`src/rtl/serial_twos_decoder.sv`:
```
// serial_twos_decoder: LSB-first serial two's-complement word to parallel sign/magnitude
module serial_twos_decoder #(
   parameter int WIDTH = 8
) (
   input  logic             clk,
   input  logic             reset,
   input  logic             bit_valid,
   input  logic             bit_in,
   input  logic             frame_start,
   output logic             busy,
   output logic             out_valid,
   output logic [WIDTH-1:0] out_raw,
   output logic [WIDTH-1:0] out_mag,
   output logic             out_sign,
   output logic             out_minneg,
   output logic             drop_err
);
   localparam int CW = $clog2(WIDTH);
   localparam logic [CW-1:0] LAST = CW'(WIDTH - 1);
   localparam logic [WIDTH-1:0] MIN_NEG = {1'b1, {(WIDTH-1){1'b0}}};
   typedef enum logic {IDLE, RECV} state_t;
   state_t state, state_n;
   logic [CW-1:0] cnt, cnt_n;
   logic [WIDTH-1:0] raw, raw_n, neg, neg_n;
   logic seen, seen_n, done, done_n, drop_n;
   assign busy = state == RECV;
   // neg keeps bits until the first 1 has passed, then inverts: the serial negation
   always_comb begin
      state_n = state;
      cnt_n = cnt;
      raw_n = raw;
      neg_n = neg;
      seen_n = seen;
      done_n = 1'b0;
      drop_n = bit_valid && !frame_start && state == IDLE;
      if (bit_valid && frame_start) begin
         state_n = RECV;
         cnt_n = CW'(1);
         seen_n = bit_in;
         raw_n[0] = bit_in;
         neg_n[0] = bit_in;
      end else if (bit_valid && state == RECV) begin
         raw_n[cnt] = bit_in;
         neg_n[cnt] = seen ^ bit_in;
         seen_n = seen | bit_in;
         cnt_n = (cnt == LAST) ? '0 : cnt + 1'b1;
         state_n = (cnt == LAST) ? IDLE : RECV;
         done_n = cnt == LAST;
      end
   end
   always_ff @(posedge clk) begin
      if (reset) begin
         state <= IDLE;
         cnt <= '0;
         raw <= '0;
         neg <= '0;
         seen <= 1'b0;
         done <= 1'b0;
         drop_err <= 1'b0;
         out_valid <= 1'b0;
         out_raw <= '0;
         out_mag <= '0;
         out_sign <= 1'b0;
         out_minneg <= 1'b0;
      end else begin
         state <= state_n;
         cnt <= cnt_n;
         raw <= raw_n;
         neg <= neg_n;
         seen <= seen_n;
         done <= done_n;
         drop_err <= drop_n;
         out_valid <= done;
         if (done) begin
            out_raw <= raw;
            out_sign <= raw[WIDTH-1];
            out_mag <= raw[WIDTH-1] ? neg : raw;
            out_minneg <= raw == MIN_NEG;
         end
      end
   end
endmodule

```
`config.mk`:
```
export PLATFORM = sky130hd
export DESIGN_NAME = serial_twos_decoder
export DESIGN_NICKNAME = d
export VERILOG_FILES = /design/src/rtl/serial_twos_decoder.sv
export SDC_FILE = /design/constraint.sdc
export NUM_CORES = 1
export LEC_CHECK = 0
export CORE_MARGIN = 10
export CORE_UTILIZATION = 50
export CTS_BUF_LIST = sky130_fd_sc_hd__clkbuf_8
export CTS_CLUSTER_SIZE = 8
export DETAILED_ROUTE_END_ITERATION = 12
export GPL_TIMING_DRIVEN = 0
export PLACE_DENSITY = 0.73
export SLEW_MARGIN = 0
export SYNTH_ARGS = -nofsm -noshare
export SYNTH_HDL_FRONTEND = slang
export SYNTH_SLANG_ARGS = --single-unit
```
`constraint.sdc`:
```
create_clock -name clk -period 1.9 [get_ports clk]
set_input_delay 0.475 -clock clk [delete_from_list [all_inputs] [get_ports clk]]
set_output_delay 0.475 -clock clk [all_outputs]
set_load 0.02 [all_outputs]
```
== Word level (Yosys, flattened, before mapping) ==
Cells that the tools add are included.
Widths: inputs -> output; s select.

* Register bits: 42
* Output and inout bits: 21
* Logic and storage cells: 52

* Add/subtract/negate cells: 1
* Order comparisons: 2
* Eq/ne operators: 2
* Multiplexer cells: 17
* Bitwise logic cells: 5
* Reductions and logical operators: 10

{| class="wikitable"
|+ Operators by type and width
! cell !! count
|-
| $bwmux 8 || 2
|-
| $mux 1 || 12
|-
| $eq 8x8->1 const B || 1
|-
| $mux 8 || 1
|-
| $logic_and 1x1->1 || 5
|-
| $lt 3x4->1 const B || 1
|-
| $add 3x1->3 const B || 1
|-
| $demux 1 s3 || 1
|-
| $eq 3x3->1 const B || 1
|-
| $ge 3x1->1 const B || 1
|-
| $mux 3 || 1
|-
| $not 1->1 || 3
|-
| $reduce_or 3->1 || 1
|-
| $reduce_and 2->1 || 1
|-
| $reduce_bool 2->1 || 1
|-
| $reduce_or 2->1 || 1
|-
| $logic_not 1->1 || 1
|-
| $or 1x1->1 || 1
|-
| $xor 1x1->1 || 1
|}

== Longest topological paths before layout ==
Gate-level depths: netlist of run 1.

* Depth after elaboration: 7
* Depth in mapped cells: 6

== Worst setup path before layout of run 1 ==
Ideal clock, no wire load.

* Path kind: in2reg
* Start point: input bit_in
* End point: register neg[0]
* Library setup time: 0.091 ns
* Arrival time: 1.346 ns
* Setup slack: 0.463 ns
* Stages: 5
* Path buffers: 1
* Cells stage by stage: buf_2 -> inv_1 -> ha_1 -> nand3_1 -> a311oi_1

* Word-level cells in the longest chain between the ends: 4

{| class="wikitable"
|+ Ends and longest elaborated chain
! what !! RTL line !! source
|-
| from (decl) || 8 || <nowiki>input logic bit_in,</nowiki>
|-
| $xor 1x1->1 || 44 || <nowiki>neg_n[cnt] = seen ^ bit_in;</nowiki>
|-
| $bwmux 8 || 44 ||
|-
| $mux 1 || 42 || <nowiki>end else if (bit_valid && state == RECV) begin</nowiki>
|-
| $mux 1 (*) || 36 || <nowiki>if (bit_valid && frame_start) begin</nowiki>
|-
| to (signal assigned) || 69 || <nowiki>neg <= neg_n;</nowiki>
|-
| to (decl) || 24 || <nowiki>logic [WIDTH-1:0] raw, raw_n, neg, neg_n;</nowiki>
|}

Every way passes the cells marked *; elsewhere a longest branch is shown, timed or not. The select of a mux whose other input is x is not followed.
A chain may end at the register's enable or synchronous reset.

== Final worst setup path of run 1 ==
* Start point: register out_raw[7]
* End point: output out_raw[7]

{| class="wikitable"
|+ RTL lines
! what !! RTL line !! source
|-
| from (decl) || 12 || <nowiki>output logic [WIDTH-1:0] out_raw,</nowiki>
|-
| from (signal assigned) || 75 || <nowiki>out_raw <= raw;</nowiki>
|}

No word-level cell between the ends.

==> flow_metrics.tcl, run 1 <==
set metrics [dict create \
    worst_pin_slew_ns 0.571 \
    place_inst 263 \
    grt_start_max_net_pins 13 \
    cts.path.max_buffers 2 \
    post_cts.repair.setup_buffers 0 \
    critical_path.top_delay_family "buffers and inverters" \
    row_count 21 \
    areaGrowthSynthToFinish_pct 23.5 \
    number_of_cells_on_the_worst_reg_to_reg_path 3 \
    detailedRoute.firstPassIterationCount 4 \
    timing.final.setup_violations 0 \
    crit_chain "buf_4, clkdlybuf4s50_1" \
    cts_resized 0 \
    timing.critical_path.slowest_stage_cell "sky130_fd_sc_hd__clkdlybuf4s50_1" \
    grt_remaining_overflow 0 \
    postSynth.asyncResetShare 0 \
    num-nets-final 232 \
    power.static_leakage_nw 0.748 \
    pin_count 26 \
    powerDensity_mw_per_mm2 776 \
    gp_congestion 0.868 \
    critical_path.max_stage_delay_ns 0.60 \
    rrSetupSlack_ns 0.50 \
    die-height_microns 79.5 \
    detailed_route_via_count 1508 \
    max_freq_mhz 543 \
    post_synth.cell_area_avg_sq_um 9.17 \
    clk_root_buffer_cell "sky130_fd_sc_hd__clkbuf_8" \
    clkLatencyLatePin_ns 0.29 \
    fin_cells 271 \
    route.detailed.wl_per_inst_microns 15.4 \
    die-area_sq_mm 0.00632 \
    post_synth_instance_area_sq_mm 0.00177 \
    initial_utilization 0.522 \
    netlist_top_cells_area "sky130_fd_sc_hd__dfxtp_1 46%, sky130_fd_sc_hd__mux2i_1 10%, sky130_fd_sc_hd__a21oi_1 4.5%, sky130_fd_sc_hd__o21ai_0 4.2%, sky130_fd_sc_hd__nor2_1 3.6%" \
    fin_worst_hold_slack_ns 0.483 \
    postLayoutCellArea_sq_mm 0.00219 \
    numClockSinks 41 \
    seq_area_frac_synth 0.464 \
    drc 0 \
    fin_setup_tns_ns 0 \
    synth-seq-cells 41 \
    syn-num-nets 201 \
    ir_drop_mv 0.373 \
    setup_repair_after_global_routing_missed_its_margin "no" \
    path_type_of_the_worst_min_delay_path "reg2reg" \
    most_common_cell_after_layout_fill_and_taps_aside "sky130_fd_sc_hd__dfxtp_1" \
    timing.critical_path.buf_inv 2 \
    run_status "complete, no violations" \
    max-slew-margin-rel 0.619 \
    report.final.slew_viol_count 0 \
    io_buffer_count 24 \
    worstSetupPathType "reg2out" \
    timing.max_cap.violations 0 \
    clock_buffer_count_from_cts 5 \
    synth_cells 193 \
    cts_max_level 2 \
    drive_above_1_share 0.0933 \
    detailed_place_hpwl_mm 3.07 \
    synth-edff-count 0 \
    grt_usage 0.139 \
    clk_pin_slew_worst_paths_ns 0.08 \
    min_delay_path_depth 2 \
    postRouteAntennaNets 0 \
    synth.lib_cells_used.distinct 35 \
    dieWidth_microns 79.5 \
    synth_top_area_cell "sky130_fd_sc_hd__dfxtp_1" \
    placedInstanceArea_sq_mm 0.00207 \
    worstSetupStartpointType "register" \
    period_share 0.970 \
    crit_cells 2 \
    core_region_area_sq_mm 0.00339 \
    final_wl_mm 4.17 \
    timing.critical_path.fanout_max 3 \
    fin_clk_skew_ns 0.00449 \
    finalHoldViolCount 0 \
    post_cts_hold_buffer_count 0 \
    post_drt_via_cell_ratio 5.56 \
    filler_cell_count 293 \
    cp-end-kind "output pin" \
    post-synth-top-area-fraction 0.464 \
    timing.critical_path.arrival_ns 1.37 \
    grt_first_pass_wirelength_mm 7.00 \
    drt_iter0_drc 105 \
    crit_required_ns 1.42 \
    antennaDiodeCount 0 \
    antenna_found_initial 0 \
    timing.final.crit_period_ns 1.84 \
    layout_common_cells "41 x sky130_fd_sc_hd__dfxtp_1, 23 x sky130_fd_sc_hd__clkdlybuf4s50_1, 18 x sky130_fd_sc_hd__mux2i_1" \
    tritoncts "built" \
    first_global_vias 1434 \
    synthesis.yosys.warnings 0 \
    synth-main-ff-cell "sky130_fd_sc_hd__dfxtp_1" \
]
## worst reg2reg max path: stages, from the launching register on
cell	delay [ns]
sky130_fd_sc_hd__dfxtp_1	0.38
sky130_fd_sc_hd__nand4bb_1	0.37
sky130_fd_sc_hd__or3_1	0.43
sky130_fd_sc_hd__a21oi_1	0.14
## final cells by class
class / instances / area [sq um] / area share
flip-flops and latches: 41 / 821 / 0.375
well taps: 46 / 57.6 / 0.0263
clock inverters: 2 / 33.8 / 0.0154
repair buffers: 24 / 243 / 0.111
plain buffers: 15 / 78.8 / 0.0360
clock buffers: 6 / 82.6 / 0.0378
inverters: 3 / 11.3 / 0.00515
multi-input cells: 134 / 860 / 0.393
## registers in the layout, summed over array words and instances, names as in the netlist, 3 cells and up
signal,flops
cnt,3
neg,8
raw,8
out_raw,8
out_mag,8
## Yosys cell counts, drive strengths merged (3+ instances only)
cell type	number
nor2	17
nand2b	9
ha	3
a211oi	7
dfxtp	41
nand3	12
nor3	3
a21oi	16
o21ai	17
nand2	9
inv	3
mux2i	18
buf	14
nor2b	6
## power breakdown
part	internal, mW	switching [mW]
Sequential	0.868	0.00777
Clock	0.423	0.293
Combinational	0.0384	0.0680
Total	1.33	0.369
## path summary, 6_finish.rpt
check             startpoint          to
setup / recovery  out_raw[7]  out_raw[7]
hold / removal        neg[4]      neg[4]
setup reg to reg      cnt[2]      raw[3]
hold reg to reg       neg[4]      neg[4]
## metal layers
metal,global-route usage,wire length [microns],vias to the layer above
li1,-,-,752
met1,0.168,1830,721
met2,0.222,2060,29
met3,0.0428,206,6
met4,0.0573,63,0
met5,0,0,-
## cell families (layout without fill, tap and decap cells)
logic type      count (synthesis)  in the layout  share of synthesized area
simple gates                   68             68                      0.216
compound gates                 45             45                      0.146
flops                          41             41                      0.464
mux                            18             18                      0.102
buf+inv                        18             50                     0.0509
fa+ha+maj                       3              3                     0.0212
## through the flow
step,setup WS [ns],power (mW),util
after CTS,0.0402,1.72,0.645
after global routing,0.00139,1.76,0.645
after detailed placement,-0.145,1.00,0.610
after floorplan,0.463,0.963,-
final,0.0570,1.70,0.645
after global placement,-0.110,0.998,0.610
Note: power is estimated with default switching activity, not from simulation.
==> run 2: changes to the inputs <==
--- a/config.mk
+++ b/config.mk
@@ -5,6 +5,7 @@
 export SDC_FILE = /design/constraint.sdc
 export NUM_CORES = 1
 export LEC_CHECK = 0
+export ABC_CLOCK_PERIOD_IN_PS = 1900
 export CORE_MARGIN = 10
 export CORE_UTILIZATION = 50
 export CTS_BUF_LIST = sky130_fd_sc_hd__clkbuf_8
==> results of run 2 <==
The final DEF is identical to that of run 1; final timing and power are the same.
